[config.mk]
export PLATFORM = sky130hd
export DESIGN_NAME = beat_timing_gen
export DESIGN_NICKNAME = d
export VERILOG_FILES = /design/src/rtl/beat_timing_gen.sv
export SDC_FILE = /design/constraint.sdc
export NUM_CORES = 1
export LEC_CHECK = 0
export BUFFER_PORTS_ARGS = -buffer_cell sky130_fd_sc_hd__buf_4
export CAP_MARGIN = 30
export CORE_AREA = 2 2 44 46
export CTS_CLUSTER_SIZE = 12
export DETAILED_ROUTE_END_ITERATION = 12
export DIE_AREA = 0 0 46 48
export HOLD_SLACK_MARGIN = 0.15
export PLACE_DENSITY_LB_ADDON = 0.25
export SLEW_MARGIN = 30
export SYNTH_ARGS = -nofsm -noshare
export SYNTH_HDL_FRONTEND = slang
export SYNTH_SLANG_ARGS = --single-unit
[constraint.sdc]
create_clock -name clk -period 1.5 [get_ports clk]
set_clock_uncertainty 0.15 [all_clocks]
set_input_delay 0.3 -clock clk [delete_from_list [all_inputs] [get_ports clk]]
set_output_delay 0.3 -clock clk [all_outputs]
set_load 0.005 [all_outputs]
[src/rtl/beat_timing_gen.sv]
// -----------------------------------------------------------------------------
// beat_timing_gen
//
// Generates the phase (t1/t2/t3) and beat (w1/w2/w3) timing that drives the
// hardwired controller. The controller's short/long/stop requests are sampled
// only at end-of-beat (the last cycle of t3). The debounced panel button qd
// starts the machine on a rising edge.
//
// Parameters:
//   PHASE_CYCLES  clk cycles per phase (1..16)
//   CNT_W         width of the completed-instruction counter
//
// Ports:
//   clk        master clock, rising-edge
//   clr        synchronous active-high reset
//   qd         start button (level, debounced)
//   short      end instruction after beat w1
//   long       extend instruction to beat w3
//   stop       halt after the current beat
//   t1/t2/t3   phase strobes, one-hot while running, all low when stopped
//   w1/w2/w3   beat, always one-hot
//   running    machine is clocking
//   instr_cnt  completed instruction cycles (wraps)
// -----------------------------------------------------------------------------
module beat_timing_gen #(
  parameter int PHASE_CYCLES = 1,
  parameter int CNT_W        = 8
) (
  input  logic             clk,
  input  logic             clr,
  input  logic             qd,
  input  logic             short,
  input  logic             long,
  input  logic             stop,
  output logic             t1,
  output logic             t2,
  output logic             t3,
  output logic             w1,
  output logic             w2,
  output logic             w3,
  output logic             running,
  output logic [CNT_W-1:0] instr_cnt
);

  localparam int PC_W = (PHASE_CYCLES > 1) ? $clog2(PHASE_CYCLES) : 1;
  localparam logic [PC_W-1:0] PC_LAST = PC_W'(PHASE_CYCLES - 1);

  // One-hot encodings chosen so the state registers are the outputs directly.
  typedef enum logic [2:0] {
    PH_OFF = 3'b000,
    PH_T1  = 3'b001,
    PH_T2  = 3'b010,
    PH_T3  = 3'b100
  } phase_t;

  typedef enum logic [2:0] {
    BEAT_W1 = 3'b001,
    BEAT_W2 = 3'b010,
    BEAT_W3 = 3'b100
  } beat_t;

  phase_t          phase;
  beat_t           beat;
  beat_t           beat_next;
  logic [PC_W-1:0] pcnt;
  logic            qd_prev;
  logic            qd_rise;
  logic            phase_done;

  assign qd_rise    = qd & ~qd_prev;
  assign phase_done = (pcnt == PC_LAST);

  // Beat sequencing; only consumed at end-of-beat.
  always_comb begin
    // NOTE: default first so every path assigns beat_next and no latch is inferred.
    beat_next = beat;
    unique case (beat)
      BEAT_W1: beat_next = short ? BEAT_W1 : BEAT_W2;  // short beats long in w1
      BEAT_W2: beat_next = long  ? BEAT_W3 : BEAT_W1;
      BEAT_W3: beat_next = BEAT_W1;
      default: beat_next = BEAT_W1;
    endcase
  end

  always_ff @(posedge clk) begin
    // NOTE: non-blocking assignments so every register samples pre-edge values.
    if (clr) begin
      running   <= 1'b0;
      phase     <= PH_OFF;
      beat      <= BEAT_W1;
      pcnt      <= '0;
      qd_prev   <= 1'b0;
      instr_cnt <= '0;
    end else begin
      qd_prev <= qd;
      if (running) begin
        // A qd edge while running is ignored, including the cycle stop lands.
        if (phase_done) begin
          pcnt <= '0;
          unique case (phase)
            PH_T1: phase <= PH_T2;
            PH_T2: phase <= PH_T3;
            default: begin
              // End-of-beat: commit the beat and count a completed instruction.
              beat <= beat_next;
              if (beat_next == BEAT_W1) instr_cnt <= instr_cnt + 1'b1;
              if (stop) begin
                running <= 1'b0;
                phase   <= PH_OFF;
              end else begin
                phase   <= PH_T1;
              end
            end
          endcase
        end else begin
          pcnt <= pcnt + 1'b1;
        end
      end else if (qd_rise) begin
        // Resume in the held beat, starting at t1.
        running <= 1'b1;
        phase   <= PH_T1;
        pcnt    <= '0;
      end
    end
  end

  assign {t3, t2, t1} = phase;
  assign {w3, w2, w1} = beat;

endmodule

==> impl_results.md <==
* Run status: complete, but fails checks
* Violations in the final reports: negative setup slack
* Final ANT Viol Nets at 0
* Gate power share at 24.5%
* Wirelength per Cell at 13.7 um
* Hold Path Depth at 4
* Synth top cells by count: dfxtp_1, a21oi_1, inv_1, or3_1
* Num Clock Sinks at 16
* Hold Fails Final Rpt at 0
* Share of cells above drive strength 1 at 48.8%
* Synth area leader: dfxtp_1
* HPWL after DPL at 1.14 mm
* FP Rows at 15
* I/O Buffers at 20
* Crit Path Class: reg2reg
* Cell Chain, Critical Path: or4bb_4, o2111ai_4, buf_4, o21ai_2, a21oi_2
* Clock share of power at 25.4%
* Yosys cell types at 28
* Total core area at 1690 sq um
* Yosys warnings at 0
* First-pass iteration count of the detailed router at 4
* Cell count after synthesis at 79
* Remaining Overflow, GRT at 0
* Sequential fraction of the synthesis area at 44.4%
* Type of the most critical hold path: in2reg
* FF-to-FF End: instr_cnt[6]$_SDFFE_PP0P_
* Slew Limit Fails at 0
* Number of global-route vias before repair at 692
* Multi-input gate area at 433 sq um
* Worst Hold Slack at 315 ps
* PD cells at 789 nW/um^2
* Total power at 925 uW
* Min Tclk post-route at 1670 ps
* Final count of negative-setup-slack endpoints at 10
* Relative slew slack at 78.0%
* Clock Tree Root: clkbuf_4
* CTS tree: yes
* Area grow syn2layout at 62.2%
* DRC at 0
* GPL Wtd Cong at 0.803
* Vias per cell at 5.39
* Net Switching at 255 uW
* R2R Path Start: beat[2]$_SDFFE_PP0P_
* Chip Width at 46 um
* FF/Latch Area at 334 sq um
* Register share of total power at 50.1%
* Synthesized Nets at 86
* Fraction of registers with async set/reset at 0%
* Max-cap violations at 0
* CP Capture Type: flip-flop
* Leakage power at 0.000507 uW
* R2r setup slk at -170 ps
* Worst path max stage delay at 590 ps
* WL final at 1.92 mm
* Worst Path Required at 1590 ps
* Slowest cell on crit path: or4bb_4
* Worst Path Max Fanout at 8
* Max Clock Freq at 599 MHz
* Reg clk slew, reported paths at 100 ps
* GRT Util Overall at 19.4%
* # diodes at 0
* Layout fillers at 138
* Min-delay src: short
* CTS buffer count at 3
* Worst-skew pair later-pin latency at 290 ps
* Initial DRC count at 10
* Top_reg_cell synth: dfxtp_1
* Largest net degree at the start of global routing at 17
* Worst Max-Slew Pin Slew at 329 ps
* RSZ-0062 raised after global routing: yes
* H-tree levels at 1
* Setup TNS at -961 ps
* Crit path DAT at 1760 ps
* Initial antenna violation count at 0
* Area contributors post-synth: dfxtp_1, a21oi_1, or3_1, mux2i_1, o21ai_0
* Crit share post-route at 111%
* Sw Ratio at 27.6%
* Initial Util at 42.7%
* Clock tree buffer depth at 2
* Worst path bufs/invs at 1
* Vias at 755
* First-pass GRT wire length at 3.01 mm
* Post-synth EDFFs at 0
* Nets at 132
* CP top delay family: simple AND/OR/NAND/NOR gates
* Post-Syn Area per Cell at 9.14 sq um
* Final Util at 69.3%
* Top-area cell type share of the netlist area at 44.4%
* Peak VDD IR at 570 uV
* Die area at 2210 sq um
* Worst reg2reg path depth at 5
* Mapped cell area at 722 sq um
* Io pins at 21
* DP Worst Slack at -226 ps
* Die H at 48 um
* Flops & latches, synth at 16
* Final worst slack at -170 ps
* WHS Endpoint: beat[1]$_SDFFE_PP0P_
* Critical Path Start Type: flip-flop
* Most common cell in the synthesized netlist: dfxtp_1
* Cell Int Power at 670 uW
-- worst register-to-register path: cells and delay by family, from the launching register on --
family	cells	cell delay, ps
AO/OA/AOI/OAI	3	350
buffers and inverters	1	180
flip-flops	1	340
AND/OR/NAND/NOR	1	590
-- area by class of cell --
type	instances	area share (%)
inverters	6	1.92
flip-flops and latches	16	28.5
repair buffers	42	28.8
clock buffers	3	1.92
well taps	17	1.82
multi-input cells	56	37.0
-- sequential cells by signal, indices dropped and copies added (netlist names) --
signal     count
running        1
beat           3
instr_cnt      8
phase          3
qd_prev        1
-- kinds of logic (layout without fill, tap and decap cells) --
kind of cell,count (synthesis),after routing,share of synthesized area (%)
fa+ha+maj,1,1,1.73
simple gates,29,29,23.1
buf+inv,8,51,5.72
flops,16,16,44.4
mux,3,3,4.16
xor+xnor,2,2,3.47
compound gates,20,21,17.5
-- routing by layer --
metal	up-vias	global-route usage (%)	share of wire, %
li1	374	-	-
met1	357	24.1	45
met2	20	31.9	49
met3	4	3.77	4.2
met4	0	9.71	1.4
met5	-	0	0
-- power by group through the flow --
stage                     Combinational [uW]  Sequential, uW  Clock (uW)
after floorplan                         76.9             475           0
after global placement                   160             467           0
after detailed placement                 162             469           0
after CTS                                198             462         234
after global routing                     243             467         251
final                                    227             463         235
-- worst max path at each step --
stage                         startpoint                        end  slack [ps]  cells after the start
floorplan           beat[2]$_SDFFE_PP0P_  instr_cnt[1]$_SDFFE_PP0P_        -130                      5
global placement                   short  instr_cnt[1]$_SDFFE_PP0P_        -210                      5
detailed placement                 short  instr_cnt[1]$_SDFFE_PP0P_        -230                      5
CTS                 beat[0]$_SDFFE_PP1P_  instr_cnt[1]$_SDFFE_PP0P_        -120                      4
global route        beat[2]$_SDFFE_PP0P_  instr_cnt[6]$_SDFFE_PP0P_        -210                      5
finish              beat[2]$_SDFFE_PP0P_  instr_cnt[6]$_SDFFE_PP0P_        -170                      5
-- stage by stage --
| stage | cell area (sq um) | cells |
|---|---|---|
| global route | 1170 | 140 |
| detailed placement | 990 | 127 |
| finish | 1170 | 140 |
| floorplan | 739 | 79 |
| CTS | 1100 | 135 |
| global placement | 990 | 127 |
-- cells in the final DEF, fill, tap and decap left out --
| cell type | count |
|---|---|
| nand3_1 | 1 |
| nor3_1 | 3 |
| or2_4 | 1 |
| dfxtp_1 | 9 |
| a211oi_1 | 1 |
| dlygate4sd3_1 | 3 |
| or4bb_4 | 1 |
| a21oi_2 | 1 |
| or3_1 | 6 |
| nand3b_1 | 1 |
| o21ai_0 | 2 |
| buf_6 | 4 |
| dfxtp_4 | 2 |
| mux2i_1 | 3 |
| clkbuf_4 | 3 |
| ha_4 | 1 |
| dfxtp_2 | 5 |
| nor2b_1 | 3 |
| a221oi_1 | 1 |
| xnor2_2 | 1 |
| o21ba_1 | 1 |
| o21ai_2 | 2 |
| o21ai_1 | 2 |
| nand2_1 | 5 |
| o21a_1 | 1 |
| xor2_1 | 1 |
| o2111ai_4 | 2 |
| nor2_1 | 5 |
| nand3_2 | 1 |
| a21oi_1 | 7 |
| or4b_4 | 1 |
| o21bai_1 | 1 |
| inv_1 | 6 |
| and4_1 | 1 |
| buf_4 | 35 |
-- repair_timing --
action | 4_1_cts | 5_1_grt
pin swaps | 3 | 6
gates cloned | 1 | 0
endpoints found under the hold margin | 8 | 1
resized for setup | 12 | 10
setup buffers | 2 | 4
endpoints found under the setup margin | 9 | 14
hold buffers | 2 | 1
Power figures use the tool's default switching activity.
